[src/rtl/col_parity_ctrl_pkg.sv]
// Shared definitions for the column-parity controller: FSM encoding and default geometry.
package col_parity_pkg;

  localparam int N_DEF = 6;
  localparam int W_DEF = 8;

  typedef enum logic [1:0] {
    IDLE = 2'd0,
    RD   = 2'd1,
    ACC  = 2'd2,
    DONE = 2'd3
  } state_e;

  // RD and ACC together form the active part of a pass.
  function automatic logic is_busy(input state_e s);
    return (s == RD) || (s == ACC);
  endfunction

endpackage

[src/rtl/col_parity_ctrl_if.sv]
// Control and memory-read bundle between the parity controller and its sequencer/memory.
interface col_parity_ctrl_if
  import col_parity_pkg::*;
#(
  parameter int N = N_DEF,
  parameter int W = W_DEF
) ();

  logic         start;
  logic         mem_rd;
  logic [N-1:0] mem_addr;
  logic [W-1:0] mem_data;
  logic [W-1:0] parity;
  logic         busy;
  logic         done;

  modport slave (
    input  start,
    input  mem_data,
    output mem_rd,
    output mem_addr,
    output parity,
    output busy,
    output done
  );

  modport master (
    output start,
    output mem_data,
    input  mem_rd,
    input  mem_addr,
    input  parity,
    input  busy,
    input  done
  );

endinterface

[src/rtl/col_parity_ctrl_counter.sv]
// N-bit row-address counter with synchronous load, increment and all-ones carry-out.
module col_parity_ctrl_counter
  import col_parity_pkg::*;
#(
  parameter int N = N_DEF
) (
  input  logic         clk,
  input  logic         rst_i,
  input  logic         load_i,
  input  logic [N-1:0] load_data_i,
  input  logic         inc_i,
  output logic [N-1:0] cnt_o,
  output logic         co_o
);

  logic [N-1:0] cnt_q;
  logic [N-1:0] cnt_d;

  // Load wins over increment so a new pass always starts from the load value.
  always_comb begin
    cnt_d = cnt_q;
    if (load_i) begin
      cnt_d = load_data_i;
    end else if (inc_i) begin
      cnt_d = cnt_q + N'(1);
    end
  end

  always_ff @(posedge clk or posedge rst_i) begin
    if (rst_i) begin
      cnt_q <= '0;
    end else begin
      cnt_q <= cnt_d;
    end
  end

  assign cnt_o = cnt_q;
  assign co_o  = &cnt_q;

endmodule

[src/rtl/col_parity.sv]
// Column-parity controller: walks all 2^N rows with sync reads and XOR-accumulates each column.
module col_parity_ctrl
  import col_parity_pkg::*;
#(
  parameter int N = N_DEF,
  parameter int W = W_DEF
) (
  input  logic             clk,
  input  logic             reset,
  col_parity_ctrl_if.slave bus
);

  state_e       state_q;
  state_e       state_d;
  logic [W-1:0] acc_q;
  logic [W-1:0] acc_d;
  logic [N-1:0] row_addr;
  logic         last_row;
  logic         start_ok;
  logic         row_inc;

  // start only counts in IDLE; everywhere else it is ignored.
  assign start_ok = (state_q == IDLE) && bus.start;
  assign row_inc  = (state_q == ACC) && !last_row;

  col_parity_ctrl_counter #(
    .N (N)
  ) u_row_cnt (
    .clk         (clk),
    .rst_i       (~reset),
    .load_i      (start_ok),
    .load_data_i ({N{1'b0}}),
    .inc_i       (row_inc),
    .cnt_o       (row_addr),
    .co_o        (last_row)
  );

  always_comb begin
    state_d = state_q;
    acc_d   = acc_q;
    case (state_q)
      IDLE: begin
        if (bus.start) begin
          acc_d   = '0;
          state_d = RD;
        end
      end
      RD: begin
        state_d = ACC;
      end
      ACC: begin
        // Read data for the row issued in RD is present now.
        acc_d   = acc_q ^ bus.mem_data;
        state_d = last_row ? DONE : RD;
      end
      DONE: begin
        state_d = IDLE;
      end
    endcase
  end

  always_ff @(posedge clk or negedge reset) begin
    if (!reset) begin
      state_q <= IDLE;
      acc_q   <= '0;
    end else begin
      state_q <= state_d;
      acc_q   <= acc_d;
    end
  end

  assign bus.mem_rd   = (state_q == RD);
  assign bus.mem_addr = row_addr;
  assign bus.busy     = is_busy(state_q);
  assign bus.done     = (state_q == DONE);
  assign bus.parity   = acc_q;

endmodule

[src/flat_wrapper.sv]
// flat-port wrapper written by rule: the top's interface ports become plain ports
module col_parity_ctrl_flat import col_parity_pkg::*;
#(
  parameter int N = N_DEF,
  parameter int W = W_DEF
)
  (clk, reset, bus_start, bus_mem_data, bus_mem_rd, bus_mem_addr, bus_parity, bus_busy, bus_done);
  col_parity_ctrl_if #(.N(N), .W(W)) bus_i ();
  input  logic clk;
  input  logic reset;
  input wire logic [$bits(bus_i.start)-1:0] bus_start;
  input wire logic [$bits(bus_i.mem_data)-1:0] bus_mem_data;
  output wire logic [$bits(bus_i.mem_rd)-1:0] bus_mem_rd;
  output wire logic [$bits(bus_i.mem_addr)-1:0] bus_mem_addr;
  output wire logic [$bits(bus_i.parity)-1:0] bus_parity;
  output wire logic [$bits(bus_i.busy)-1:0] bus_busy;
  output wire logic [$bits(bus_i.done)-1:0] bus_done;
  assign bus_i.start = bus_start;
  assign bus_i.mem_data = bus_mem_data;
  assign bus_mem_rd = bus_i.mem_rd;
  assign bus_mem_addr = bus_i.mem_addr;
  assign bus_parity = bus_i.parity;
  assign bus_busy = bus_i.busy;
  assign bus_done = bus_i.done;
  col_parity_ctrl #(.N(N), .W(W)) u_core (.clk(clk), .reset(reset), .bus(bus_i));
endmodule
[config.mk]
export PLATFORM = sky130hd
export DESIGN_NAME = col_parity_ctrl_flat
export DESIGN_NICKNAME = d
export VERILOG_FILES = /design/src/rtl/col_parity_ctrl_pkg.sv /design/src/rtl/col_parity_ctrl_if.sv /design/src/rtl/col_parity_ctrl_counter.sv /design/src/rtl/col_parity.sv /design/src/flat_wrapper.sv
export SDC_FILE = /design/constraint.sdc
export NUM_CORES = 1
export LEC_CHECK = 0
export CAP_MARGIN = 20
export CORE_MARGIN = 8
export CORE_UTILIZATION = 50
export DETAILED_ROUTE_END_ITERATION = 10
export PLACE_DENSITY = 0.83
export RECOVER_POWER = 100
export SLEW_MARGIN = 10
export SYNTH_ARGS = -nofsm -noshare
export SYNTH_HDL_FRONTEND = slang
export SYNTH_HIERARCHICAL = 1
export SYNTH_SLANG_ARGS = --single-unit
[constraint.sdc]
create_clock -name clk -period 4.4 [get_ports clk]
set_clock_uncertainty 0.1 [all_clocks]
set_input_delay 1.32 -clock clk [delete_from_list [all_inputs] [get_ports clk]]
set_output_delay 1.32 -clock clk [all_outputs]
set_load 0.05 [all_outputs]
Yosys cells after proc, flatten, opt, wreduce, memory -nomap -nowiden
Index checks and enable logic that the tools add are counted.

Eq/ne operators: 4. $add $sub $neg: 1. Bitwise gates (word level): 1. Reductions and logical operators: 9. Multiplexer cells: 7.

Operator list (count): 8-bit one-hot mux with 2 select lines (1); 6-bit 2-to-1 mux (2); 8-bit 2-to-1 mux (1); 2-bit one-hot mux with 4 select lines (1); 8-bit XOR (1); 6-bit by 1-bit adder with 6-bit output (second input constant) (1); 6-bit AND reduction (1); 2-bit == test (second input constant) (2); 2-bit 2-to-1 mux (2); 2-bit nonzero test (2); 2-bit by 1-bit == test with 1-bit output (second input constant) (1); 1-bit logical AND (2); 2-bit logical NOT (1); 2-bit inequality test (second input constant) (1); 2-bit AND reduction (1); 1-bit logical NOT (1); 1-bit logical OR (1).

Input bits: 11. Flip-flop bits (word level): 16. Word-level logic and storage cells: 25. Output and inout port bits: 17.

Depth between registers and ports, before layout
Depth in word-level cells: 5. Depth in mapped cells: 9. Gate-level depth less buffers: 7.

Hierarchy
The synthesis kept the hierarchy.

By module, submodules not included: col_parity_ctrl (cells an instance 79, area an instance 686.9 µm², instances 1, seq. area each 250.2 µm²); col_parity_ctrl_counter (cells an instance 37, area an instance 342.8 µm², instances 1, seq. area each 150.1 µm²).

Worst setup path after synthesis
No wires, ideal clock.

Path type: register to output. From: register u_core.state_q[1]. To: output port bus_busy. Arrival time: 1004 ps. Path buffers: 0. Slack: 1976 ps. Stages on the path, launching flop included: 3. Required time: 2980 ps. Path through: dfrtp_1 > inv_1 > ha_1.

Cells in the longest elaborated chain, start to end: 2. Elaborated cells on any way between the ends: 3. Classes of those cells: eq/ne: 2; reduce/logical: 1.

RTL lines: start, declared (line col_parity.sv:13) `state_e state_q;`; start signal, assigned (line col_parity.sv:67) `state_q <= state_d;`; 2-bit by 1-bit == test with 1-bit output or 2-bit == test (tied branches) (line col_parity_ctrl_pkg.sv:16) `return (s == RD) || (s == ACC);`; 1-bit logical OR (*) (line col_parity_ctrl_pkg.sv:16); end, declared (line flat_wrapper.sv:16) `output wire logic [$bits(bus_i.busy)-1:0] bus_busy;`.

Every way passes the cells marked *; elsewhere a longest branch is shown, timed or not.

Worst setup path in the final report
Ends and elaborated chain as after synthesis.

==> results.json <==
{
  "status": "finished, final reports clean",
  "die_h_um": 61.38,
  "wl_um": 2433,
  "postCtsResizedCells": 0,
  "cp-start-kind": "register",
  "num_io_pins": 28,
  "netlist_area_um2": 1030,
  "critPathBufInv": 2,
  "hpwlAfterDp_um": 1823,
  "final_hold_viol_count": 0,
  "yosysSeqAreaShare_pct": 38.88,
  "nets": 164,
  "synth_edf_count": 0,
  "crit_path_end_kind": "output port",
  "cts_buffer_depth": 2,
  "cts_tree": "built",
  "rows": 16,
  "cts_sinks": 16,
  "critPathTopFamily": "buffers and inverters",
  "critical-path-slowest-cell": "dlygate4sd3_1",
  "place.gp.congestion": 0.8088,
  "min_period_over_period_pct": 76.95,
  "min_path_type": "reg -> reg",
  "grt_util_all_layers_pct": 14.50,
  "vias": 926,
  "synth_cell_types": 29,
  "crit_arrival_ns": 1.97,
  "maxCapViolations": 0,
  "worst-setup-path-type": "reg -> out",
  "ys_warn_count": 6,
  "die_area_um2": 3768,
  "syn2layout_area_growth_pct": 29.77,
  "leakagePower_nw": 0.5849,
  "antenna_found_initial": 0,
  "fin_setup_tns_ns": 0,
  "grt_pass1_vias": 924,
  "synth_area_leaders": "dfrtp_1, ha_1, o311ai_1",
  "numCtsBuffers": 3,
  "avgSynthCellArea_um2": 8.877,
  "drc": 0,
  "irDropWorstVdd_v": 0.0004484,
  "wire_per_inst_um": 14.06,
  "drv_slew": 0,
  "power_density_nw_per_um2": 813.5,
  "vias_per_cell": 5.353,
  "cp_max_fo": 5,
  "finalCoreUtilization_pct": 68.11,
  "core_um2": 1962,
  "path_cells": "inv_1, ha_1, dlygate4sd3_1",
  "cts_max_level": 1,
  "required_ns": 2.98,
  "critPathMaxStageDelay_ns": 0.87,
  "synth-seq-cells": 16,
  "setup_viol": 0,
  "die_width_um": 61.38,
  "antenna_cells": 0,
  "ys.flop_type": "dfrtp_1",
  "ant_nets": 0,
  "clkTransAtPathRegs_ns": 0.10,
  "initial_core_util_pct": 52.49,
  "layout-drive-gt1-share_pct": 4.795,
  "tightest_slew_ns": 0.6074,
  "drtIter0Drc": 19,
  "grt_overflow": 0,
  "cts-root-buf": "clkbuf_4",
  "grt_max_degree": 21,
  "ys_async_sr_fraction_pct": 100.0,
  "syn_inst": 116,
  "rsz0062_at_grt": "no",
  "clkLatencyLatePin_ns": 0.29,
  "dr.pass1.iters": 4,
  "post-cts-setup-buffer-count": 0,
  "period_needed_ns": 3.386,
  "ctsHoldBuffers": 0,
  "grt_pass1_wl_um": 4119,
  "max_clock_freq_mhz": 295.4,
  "io_buffers": 27,
  "synth_top_area_share_pct": 38.88,
  "fill_cells": 181,
  "synth_area_leader_cell": "dfrtp_1",
  "slew_headroom_pct": 59.51
}
## per-stage QoR
| step | hold WS (ns) | power, mW | cell area [um2] | cells | setup WS (ns) |
|---|---|---|---|---|---|
| after floorplan | 0.3892 | 0.8375 | 1049 | 121 | 1.976 |
| after global placement | 0.4081 | 1.007 | 1301 | 169 | 1.371 |
| after detailed placement | 0.4278 | 1.033 | 1301 | 169 | 1.353 |
| after CTS | 0.4472 | 1.135 | 1338 | 173 | 1.054 |
| after global routing | 0.4718 | 1.167 | 1336 | 173 | 0.9226 |
| final | 0.4445 | 1.087 | 1336 | 173 | 1.014 |
## registers in the layout (all words and copies together) (netlist names)
register and cells:
u_core/state_q 2, u_core/bus.parity 8, u_core/u_row_cnt/cnt_o 6
## cell families (layout without fill, tap and decap cells)
logic type,count (synthesis),in the layout,share of synthesized area [%]
other cells,1,6,0.3642
mux,1,1,0.9721
simple gates,44,44,24.42
fa+ha+maj,6,6,7.290
buf+inv,17,42,8.992
flops,16,16,38.88
compound gates,27,27,15.67
xor+xnor,4,4,3.403
## layer usage
layer	share of wire (%)	track usage, %	vias up
met5	0	0	-
met4	1.1	7.792	0
met3	8.2	2.714	2
met2	50	24.63	42
met1	41	16.77	430
li1	-	-	452
## Yosys cell counts, types with 3 or more instances
| cell | n |
|---|---|
| dfrtp_1 | 16 |
| nand2_1 | 15 |
| a21oi_1 | 11 |
| inv_1 | 11 |
| nor2_1 | 8 |
| o311ai_1 | 7 |
| or3b_1 | 7 |
| ha_1 | 6 |
| o21ai_0 | 6 |
| buf_6 | 3 |
| o21ai_1 | 3 |
| xor2_1 | 3 |
## where the power goes
group | internal, mW | switching (mW)
Clock | 0.0504 | 0.0490
Combinational | 0.228 | 0.471
Sequential | 0.215 | 0.0731
Total | 0.494 | 0.593
## path summary, 6_finish.rpt
path | start | endpoint | slack [ns] | cells past startpoint
setup reg to reg | u_core/state_q[0] | u_core/u_row_cnt/cnt_o[5] | 1.90 | 6
hold reg to reg | u_core/state_q[1] | u_core/state_q[1] | 0.44 | 1
min in group asynchronous | reset | u_core/bus.parity[4] | 1.34 | 1
setup / recovery | u_core/state_q[1] | bus_busy | 1.01 | 3
max in group asynchronous | reset | u_core/u_row_cnt/cnt_o[2] | 2.29 | 3
hold / removal | u_core/state_q[1] | u_core/state_q[1] | 0.44 | 1
## layout make-up
cell class	instances	area, um2	share of cell area [%]
Sequential cell	16	400.4	29.96
Timing Repair Buffer	27	270.3	20.22
Multi-Input combinational cell	88	554.3	41.48
Inverter	11	41.29	3.090
Clock buffer	4	36.28	2.715
Tap cell	27	33.78	2.528
## cells in the final DEF, fill, tap and decap left out, types with 2 or more instances in the layout
cell	instances
conb_1	6
o21ai_0	8
ha_1	6
o311ai_0	7
a21oi_1	11
nand2_1	15
clkdlybuf4s50_1	8
nor2_1	8
xor2_1	3
clkbuf_4	3
dfrtp_1	16
dlygate4sd3_1	19
nand4_1	2
nand3_1	2
inv_1	11
or3b_1	7
(Power assumes the default switching activity.)
